==> src/rtl/rs_issue_scheduler.sv <==
// Purpose: round-robin pick of one ready reservation-station entry per cycle into a registered exec slot.
// Latency: grant is combinational in the cycle an entry is ready (slot empty or draining); op visible next cycle.
// Backpressure: exec_ready_i low holds the slot and suppresses grants; flush_i empties the slot, no grant.
//
// Ports:
//   clk, rst_n           clock, synchronous active-low reset
//   flush_i              drop held op, block grant this cycle
//   rs_entries_i         snapshot of all RS entries
//   exec_ready_i         execute side accepts exec_op_o this cycle
//   issue_grant_o        one-hot grant pulse back to the RS (entry clears busy)
//   exec_valid_o/op/idx  registered op slot toward execute
//   issue_count_o        ops accepted by execute, wraps at 2^32

package rs_issue_scheduler_pkg;
    typedef struct packed {
        logic        busy;
        logic [13:0] op;
        logic [3:0]  qj;
        logic [3:0]  qk;
        logic [31:0] vj;
        logic [31:0] vk;
        logic [31:0] a;
    } res_st_cell_t;
endpackage

module rs_issue_scheduler
    import rs_issue_scheduler_pkg::*;
#(
    parameter int NUM_ENTRIES = 8,
    parameter int IDX_W       = $clog2(NUM_ENTRIES)
) (
    input  logic                                clk,
    input  logic                                rst_n,
    input  logic                                flush_i,
    input  res_st_cell_t [NUM_ENTRIES-1:0]      rs_entries_i,
    input  logic                                exec_ready_i,
    output logic [NUM_ENTRIES-1:0]              issue_grant_o,
    output logic                                exec_valid_o,
    output res_st_cell_t                        exec_op_o,
    output logic [IDX_W-1:0]                    exec_idx_o,
    output logic [31:0]                         issue_count_o
);

    typedef enum logic {IDLE = 1'b0, HOLD = 1'b1} state_t;

    state_t            state_q;
    logic              exec_valid_q;
    res_st_cell_t      exec_op_q;
    logic [IDX_W-1:0]  exec_idx_q;
    logic [IDX_W-1:0]  rr_ptr_q;
    logic [IDX_W-1:0]  rr_ptr_d;
    logic [31:0]       count_q;

    logic [NUM_ENTRIES-1:0] ready;
    logic                   found;
    logic [IDX_W-1:0]       winner;
    logic [IDX_W:0]         cand;
    logic                   load;

    always_comb begin
        for (int i = 0; i < NUM_ENTRIES; i++) begin
            ready[i] = rs_entries_i[i].busy && (rs_entries_i[i].qj == '0) && (rs_entries_i[i].qk == '0);
        end
    end

    // Walk from rr_ptr upward with modulo wrap; one extra bit keeps the sum
    // exact before the wrap subtraction, so non-power-of-two sizes also work.
    always_comb begin
        found  = 1'b0;
        winner = '0;
        cand   = '0;
        for (int k = 0; k < NUM_ENTRIES; k++) begin
            cand = {1'b0, rr_ptr_q} + (IDX_W+1)'(k);
            if (cand >= (IDX_W+1)'(NUM_ENTRIES)) begin
                cand = cand - (IDX_W+1)'(NUM_ENTRIES);
            end
            if (!found && ready[cand[IDX_W-1:0]]) begin
                found  = 1'b1;
                winner = cand[IDX_W-1:0];
            end
        end
    end

    assign load     = !flush_i && found && ((state_q == IDLE) || exec_ready_i);
    assign rr_ptr_d = (winner == IDX_W'(NUM_ENTRIES - 1)) ? '0 : winner + IDX_W'(1);

    // Grant is withheld during reset so the RS never frees an entry whose
    // op would be thrown away by the reset of the slot.
    always_comb begin
        issue_grant_o = '0;
        if (load && rst_n) begin
            issue_grant_o[winner] = 1'b1;
        end
    end

    always_ff @(posedge clk) begin
        if (!rst_n) begin
            state_q      <= IDLE;
            exec_valid_q <= 1'b0;
            exec_op_q    <= '0;
            exec_idx_q   <= '0;
            rr_ptr_q     <= '0;
            count_q      <= '0;
        end else if (flush_i) begin
            // Held op is dropped uncounted; pointer and stale payload are kept.
            state_q      <= IDLE;
            exec_valid_q <= 1'b0;
        end else begin
            if (exec_valid_q && exec_ready_i) begin
                count_q <= count_q + 32'd1;
            end
            case (state_q)
                IDLE: begin
                    if (load) begin
                        state_q      <= HOLD;
                        exec_valid_q <= 1'b1;
                        exec_op_q    <= rs_entries_i[winner];
                        exec_idx_q   <= winner;
                        rr_ptr_q     <= rr_ptr_d;
                    end
                end
                HOLD: begin
                    if (exec_ready_i) begin
                        if (load) begin
                            exec_op_q  <= rs_entries_i[winner];
                            exec_idx_q <= winner;
                            rr_ptr_q   <= rr_ptr_d;
                        end else begin
                            state_q      <= IDLE;
                            exec_valid_q <= 1'b0;
                        end
                    end
                end
                default: begin
                    state_q      <= IDLE;
                    exec_valid_q <= 1'b0;
                end
            endcase
        end
    end

    assign exec_valid_o  = exec_valid_q;
    assign exec_op_o     = exec_op_q;
    assign exec_idx_o    = exec_idx_q;
    assign issue_count_o = count_q;

endmodule

==> config.mk <==
export PLATFORM = sky130hd
export DESIGN_NAME = rs_issue_scheduler
export DESIGN_NICKNAME = d
export VERILOG_FILES = /design/src/rtl/rs_issue_scheduler.sv
export SDC_FILE = /design/constraint.sdc
export NUM_CORES = 1
export LEC_CHECK = 0
export BUFFER_PORTS_ARGS = -buffer_cell sky130_fd_sc_hd__buf_2
export CELL_PAD_IN_SITES_DETAIL_PLACEMENT = 2
export CELL_PAD_IN_SITES_GLOBAL_PLACEMENT = 2
export CORE_AREA = 10 10 428 430
export DETAILED_ROUTE_END_ITERATION = 12
export DIE_AREA = 0 0 438 440
export GPL_TIMING_DRIVEN = 1
export PLACE_DENSITY = 0.44
export SLEW_MARGIN = 15
export SYNTH_ARGS = -nofsm -noshare
export SYNTH_HDL_FRONTEND = slang
export SYNTH_SLANG_ARGS = --single-unit
==> constraint.sdc <==
create_clock -name clk -period 12.48 [get_ports clk]
set_clock_uncertainty 0.1 [all_clocks]
set_input_delay 2.496 -clock clk [delete_from_list [all_inputs] [get_ports clk]]
set_output_delay 2.496 -clock clk [all_outputs]
set_load 0.01 [all_outputs]
=== Yosys cells after proc, flatten, opt, wreduce, memory -nomap -nowiden ===
Index checks and enable logic that the tools add are counted.

* Add/subtract/negate cells: 17
* Order comparisons: 18
* Equality and inequality tests: 4
* Multiplexer cells: 62
* Bitwise gates (word level): 3
* Reductions and logical operators: 57

{| class="wikitable"
|+ Operators by type and width
! operator !! number
|-
| binary-select mux 119 bit (select 3 bit) || 1
|-
| two-way mux 119 bit || 3
|-
| case mux 119 bit (2 select lines) || 1
|-
| logical NOT 4 bit || 16
|-
| two-way mux 3 bit || 21
|-
| less-than comparator 3 x 4 -> 1 bit (second input constant) || 9
|-
| adder 32 x 1 -> 32 bit (second input constant) || 1
|-
| greater-or-equal comparator 4 bit (second input constant) || 7
|-
| logical AND 1 bit || 28
|-
| binary-select mux 1 bit (select 3 bit) || 8
|-
| subtractor 3 x 1 -> 3 bit (second input constant) || 8
|-
| two-way mux 1 bit || 22
|-
| adder 3 x 3 -> 4 bit (second input constant) || 4
|-
| case mux 3 bit (2 select lines) || 2
|-
| adder 3 x 2 -> 4 bit (second input constant) || 2
|-
| logical NOT 1 bit || 8
|-
| two-way mux 8 bit || 1
|-
| inequality test 2 bit (second input constant) || 3
|-
| adder 3 x 1 -> 4 bit (second input constant) || 1
|-
| greater-or-equal comparator 3 x 4 -> 1 bit (second input constant) || 1
|-
| case mux 1 bit (2 select lines) || 2
|-
| AND reduction 2 bit || 2
|-
| adder 3 x 1 -> 3 bit (second input constant) || 1
|-
| demux 1 bit (select 3 bit) || 1
|-
| other kinds (6) || 8
|}

* Register bits after elaboration: 159
* Bits of input ports: 956
* Output and inout port bits: 163
* Word-level logic and storage cells: 173

=== Longest topological paths before layout ===
* Depth after elaboration: 32
* Depth in mapped cells: 18
* Mapped depth without buffers: 13

=== Least setup slack after synthesis ===
No wires, ideal clock.

* Kind: input -> output
* Start: in rs_entries_i[572] (netlist bit)
* End: out issue_grant_o[4]
* Arrival: 5.442 ns
* Data required time: 9.884 ns
* Slack: 4.442 ns
* Stages: 14
* Path buffers: 2
* Path through: or4_4 -> or4_1 -> buf_2 -> nand3_1 -> a211oi_1 -> o221ai_2 -> nor2b_1 -> and2_4 -> a31o_2 -> a21oi_1 -> and2_1 -> buf_2 -> o21ai_1 -> nor3_1

* Longest elaborated chain between the ends: 31
* Elaborated cells on any way between the ends: 57
* Classes of those cells: order compare (2); mux (35); reduce/logical (20)

{| class="wikitable"
|+ Ends and longest elaborated chain
! what !! line !! RTL
|-
| start: declaration || 35 || <nowiki>input res_st_cell_t [NUM_ENTRIES-1:0] rs_entries_i,</nowiki>
|-
| logical NOT 4 bit * || 62 || <nowiki>ready[i] = rs_entries_i[i].busy && (rs_entries_i[i].qj == '0) && (rs_entries_i[i].qk == '0);</nowiki>
|-
| logical AND 1 bit * || 62 ||
|-
| binary-select mux 1 bit (select 3 bit) || 77 || <nowiki>if (!found && ready[cand[IDX_W-1:0]]) begin</nowiki>
|-
| two-way mux 1 bit (implied by the code) || 77 ||
|-
| two-way mux 1 bit || 77 ||
|-
| logical NOT 1 bit || 77 ||
|-
| logical AND 1 bit || 77 ||
|-
| two-way mux 1 bit || 77 ||
|-
| [... 15 more ...] || - ||
|-
| logical NOT 1 bit || 77 ||
|-
| logical AND 1 bit || 77 ||
|-
| two-way mux 3 bit || 77 ||
|-
| less-than comparator 3 x 4 -> 1 bit (implied by the code) or greater-or-equal comparator 3 x 1 -> 1 bit (tied branches) || 92 || <nowiki>issue_grant_o[winner] = 1'b1;</nowiki>
|-
| logical AND 1 bit (implied by the code) || 92 ||
|-
| two-way mux 1 bit (implied by the code) || 92 ||
|-
| demux 1 bit (select 3 bit) || 92 ||
|-
| two-way mux 8 bit * || 91 || <nowiki>if (load && rst_n) begin</nowiki>
|-
| end: declaration || 37 || <nowiki>output logic [NUM_ENTRIES-1:0] issue_grant_o,</nowiki>
|}

Mark *: on every way between the ends. The rest lies on a longest branch, timed or not. The select of a mux whose other input is x is not followed.

=== Final worst setup path ===
* Start: in rs_entries_i[334] (netlist bit)
* End: out issue_grant_o[4]

Same word-level chain as after synthesis.

==> impl_results.md <==
* Status: complete, no violations
* Total placed instance area at 23,000 sq um
* Die area at 193,000 sq um
* Maximum VDD drop at 0.207 mV
* Pre-antenna DRT Iters at 5
* Total Routed Length at 155,000 um
* Async SR Flop Fraction at 0%
* Syn-to-layout area delta at 57.7%
* Leak Pwr at 0.0103 uW
* Worst slew pin tran at between 1000 and 1500 ps
* Root buf cell: clkbuf_16
* RD Place Congestion at just under 0.9
* TritonCTS clock tree: built
* CP Class: primary input to output port
* Fin. Hold Viols at 0
* Core Area at approximately 170,000 sq um
* Worst setup margin at 2770 ps
* Remaining global-route overflow at 0
* Cell mode on critical path: buf_2
* CTS sink count at approximately 160
* Post-CTS Setup Inserts at 0
* P_int at between 2000 and 3000 uW
* Pwr Total at between 6000 and 7000 uW
* Drt wl/cell at between 20 and 30 um
* Via count at between 20,000 and 25,000
* Clock power share at around 9%
* Largest net degree at the start of global routing at between 100 and 150
* Maxcap violations at 0
* Post-DRT Antenna Nets at 0
* Setup violators final at 0
* Effective utilization at floorplan at approximately 8.6%
* CTS Buf Count at 17
* Peak Freq at around 100 MHz
* Clk pin slew, worst setup/hold paths at roughly 70 ps
* Post-synthesis sequential area ratio at a little over a fifth
* Initial antenna violation count at approximately 120
* Library cells used by synthesis at between 70 and 80
* Net Sw Frac at roughly 60%
* Vias in the first global route at approximately 23,000
* Resized Gates After CTS at 0
* Slew Limit Fails at 0
* Max incr delay on CP at 580 ps
* DRC at 0
* Chip width at roughly 440 um
* Clk_lat worst skew at approximately 530 ps
* Logic gate share of total power at slightly above 80%
* Synth Instances at between 2,000 and 2,500
* Share of cells above drive strength 1 at between 40% and 50%
* Cts hold-fix bufs at 0
* GRT Overall Usage at ~15%
* Hold path startpoint: exec_idx_o[1]
* Fillers at around 21,000
* Crit path launch type: primary input
* Warnings from Yosys at 0
* Mean Syn Cell Area at approximately 6.8 sq um
* Finished layout cell area at around 24,000 sq um
* RR Startpoint: rr_ptr_q[0]
* Area share of the largest cell type after synthesis at a little over a fifth
* EDFF count, synth at 0
* Fin nets at roughly 4,100
* Wire length of the first global-routing pass at between 200,000 and 250,000 um
* Cell Chain, Critical Path: buf_2 -> or4_1 -> nor2_1 -> a32oi_1 -> mux4_2 -> o221ai_2 -> nor2b_1 -> and2_4 -> a31o_2 -> a21oi_4 -> buf_4 -> and2_1 -> o21ai_1 -> nor3_1 -> buf_2
* P_sw at between 4000 and 5000 uW
* CP arrival at approximately 7000 ps
* Chip height at 440 um
* Tcrit/Tclk final at between 70 and 80%
* Crit. Startpoint: rs_entries_i[334]
* CTS Buffer Depth at 2
* Place WS at 2620 ps
* Worst Path Max Fanout at 34
* Ys flop type: dfxtp_1
* Synth area leader: dfxtp_1
* H-tree Lvls at 4
* Most common cell in the synthesized netlist: nand2_1
* RSZ-0062 raised after global routing: no
* Slew margin rel. at 23.2%
* Sequential power share at around 10%
* Vias per cell at 3.84
* Post-synthesis register bit count at 159
* Io pins at approximately 1,100
* Post-synthesis net count at between 3,000 and 4,000
* Std-Cell Rows at approximately 150
* Power Density at between 200 and 300 nW/um^2
* Initial DRC count at ~960
* Post-Syn Area at around 15,000 sq um
* Hold crit path type: flip-flop to flip-flop
* Worst path required time at 9880 ps
* Min cycle time layout at between 9000 and 10,000 ps
* Synth top area cells: dfxtp_1 21%, nand2_1 14%, nand3_1 9.3%, mux2i_1 7.3%, mux2_2 7.1%
* Slowest CP cell: mux4_2
* IO Port Bufs at between 1,000 and 1,500
* Fin Setup TNS at 0 ps
* HPWL Detailed at 130,000 um
* Synth top cells by count: 551 x nand2_1, 279 x nand3_1, 159 x dfxtp_1, 110 x clkbuf_1, 110 x mux2i_1
* Worst setup EP type: output port
[layout make-up]
class,instances,area (sq um),share of cell area (%)
Multi-Input combinational cell,1822,10900,46.2
Timing Repair Buffer,1157,5920,25.0
Sequential cell,159,3180,13.5
Tap cell,2340,2930,12.4
Clock buffer,21,450,1.90
Clock inverter,10,138,0.582
Antenna cell,31,77.6,0.328
Inverter,7,28.8,0.122
[registers in the layout (all words and copies together) (netlist names)]
register,cells
exec_idx_o,3
exec_op_o,119
exec_valid_o,1
issue_count_o,32
rr_ptr_q,3
state_q,1
[placed cells by master (no fill, tap or decap), types with 31 or more instances in the layout]
cell	n
nor2_1	62
o211ai_1	87
a31oi_1	99
and2_1	37
a21oi_1	49
mux2i_1	110
mux2_2	94
nand2_1	550
nand3_1	279
a211oi_1	36
and3_1	43
dfxtp_1	159
buf_4	37
diode_2	31
o21ai_0	107
buf_2	1117
[metal layers]
layer  track usage, %  vias to the layer above  part of all wire, %
met2             29.0                      647                   54
met3             4.46                      216                  5.9
met4             2.80                       68                  1.9
met1             16.7                    10500                   38
met5                0                        -                 0.27
li1                 -                     9888                    -
[worst paths after layout]
kind / to / slack [ps] / cells past startpoint
max: issue_grant_o[4] / 2770 / 15
min: exec_idx_o[1] / 350 / 2
max reg2reg: exec_op_o[0] / 6100 / 16
min reg2reg: exec_idx_o[1] / 350 / 2
[worst max-delay path, delay by kind of cell]
family	cells	cell delay, ps
and+or+nand+nor	6	1970
AOI/OAI and AO/OA	5	1270
buffers and inverters	3	750
muxes	1	580
[kinds of logic (layout without fill, tap and decap cells)]
group	after synthesis	after routing	share of synthesized area, %
AND/OR/NAND/NOR	1074	1074	32.9
AO/OA/AOI/OAI	498	498	22.0
multiplexers	213	213	15.4
buffers and inverters	212	1195	6.33
flip-flops	159	159	21.2
XOR/XNOR	34	34	1.99
adder cells (fa/ha/maj)	3	3	0.250
other	0	31	0
[per-stage QoR]
stage          hold slack, ps  utilization, %  std cells
3_3_place_gp              344            13.1       5485
6_report                  354            13.5       5547
2_1_floorplan             367               -       2193
3_5_place_dp              352            13.1       5485
4_1_cts                   363            13.5       5516
5_1_grt                   389            13.5       5537
[power by group through the flow]
| stage | combinational [uW] | clock (uW) | sequential [uW] |
|---|---|---|---|
| after global placement | 5850 | 0 | 693 |
| after floorplan | 3520 | 0 | 733 |
| after global routing | 6250 | 667 | 699 |
| after detailed placement | 5880 | 0 | 696 |
| after CTS | 5900 | 663 | 686 |
| final | 5650 | 613 | 686 |
Power figures use the tool's default switching activity.
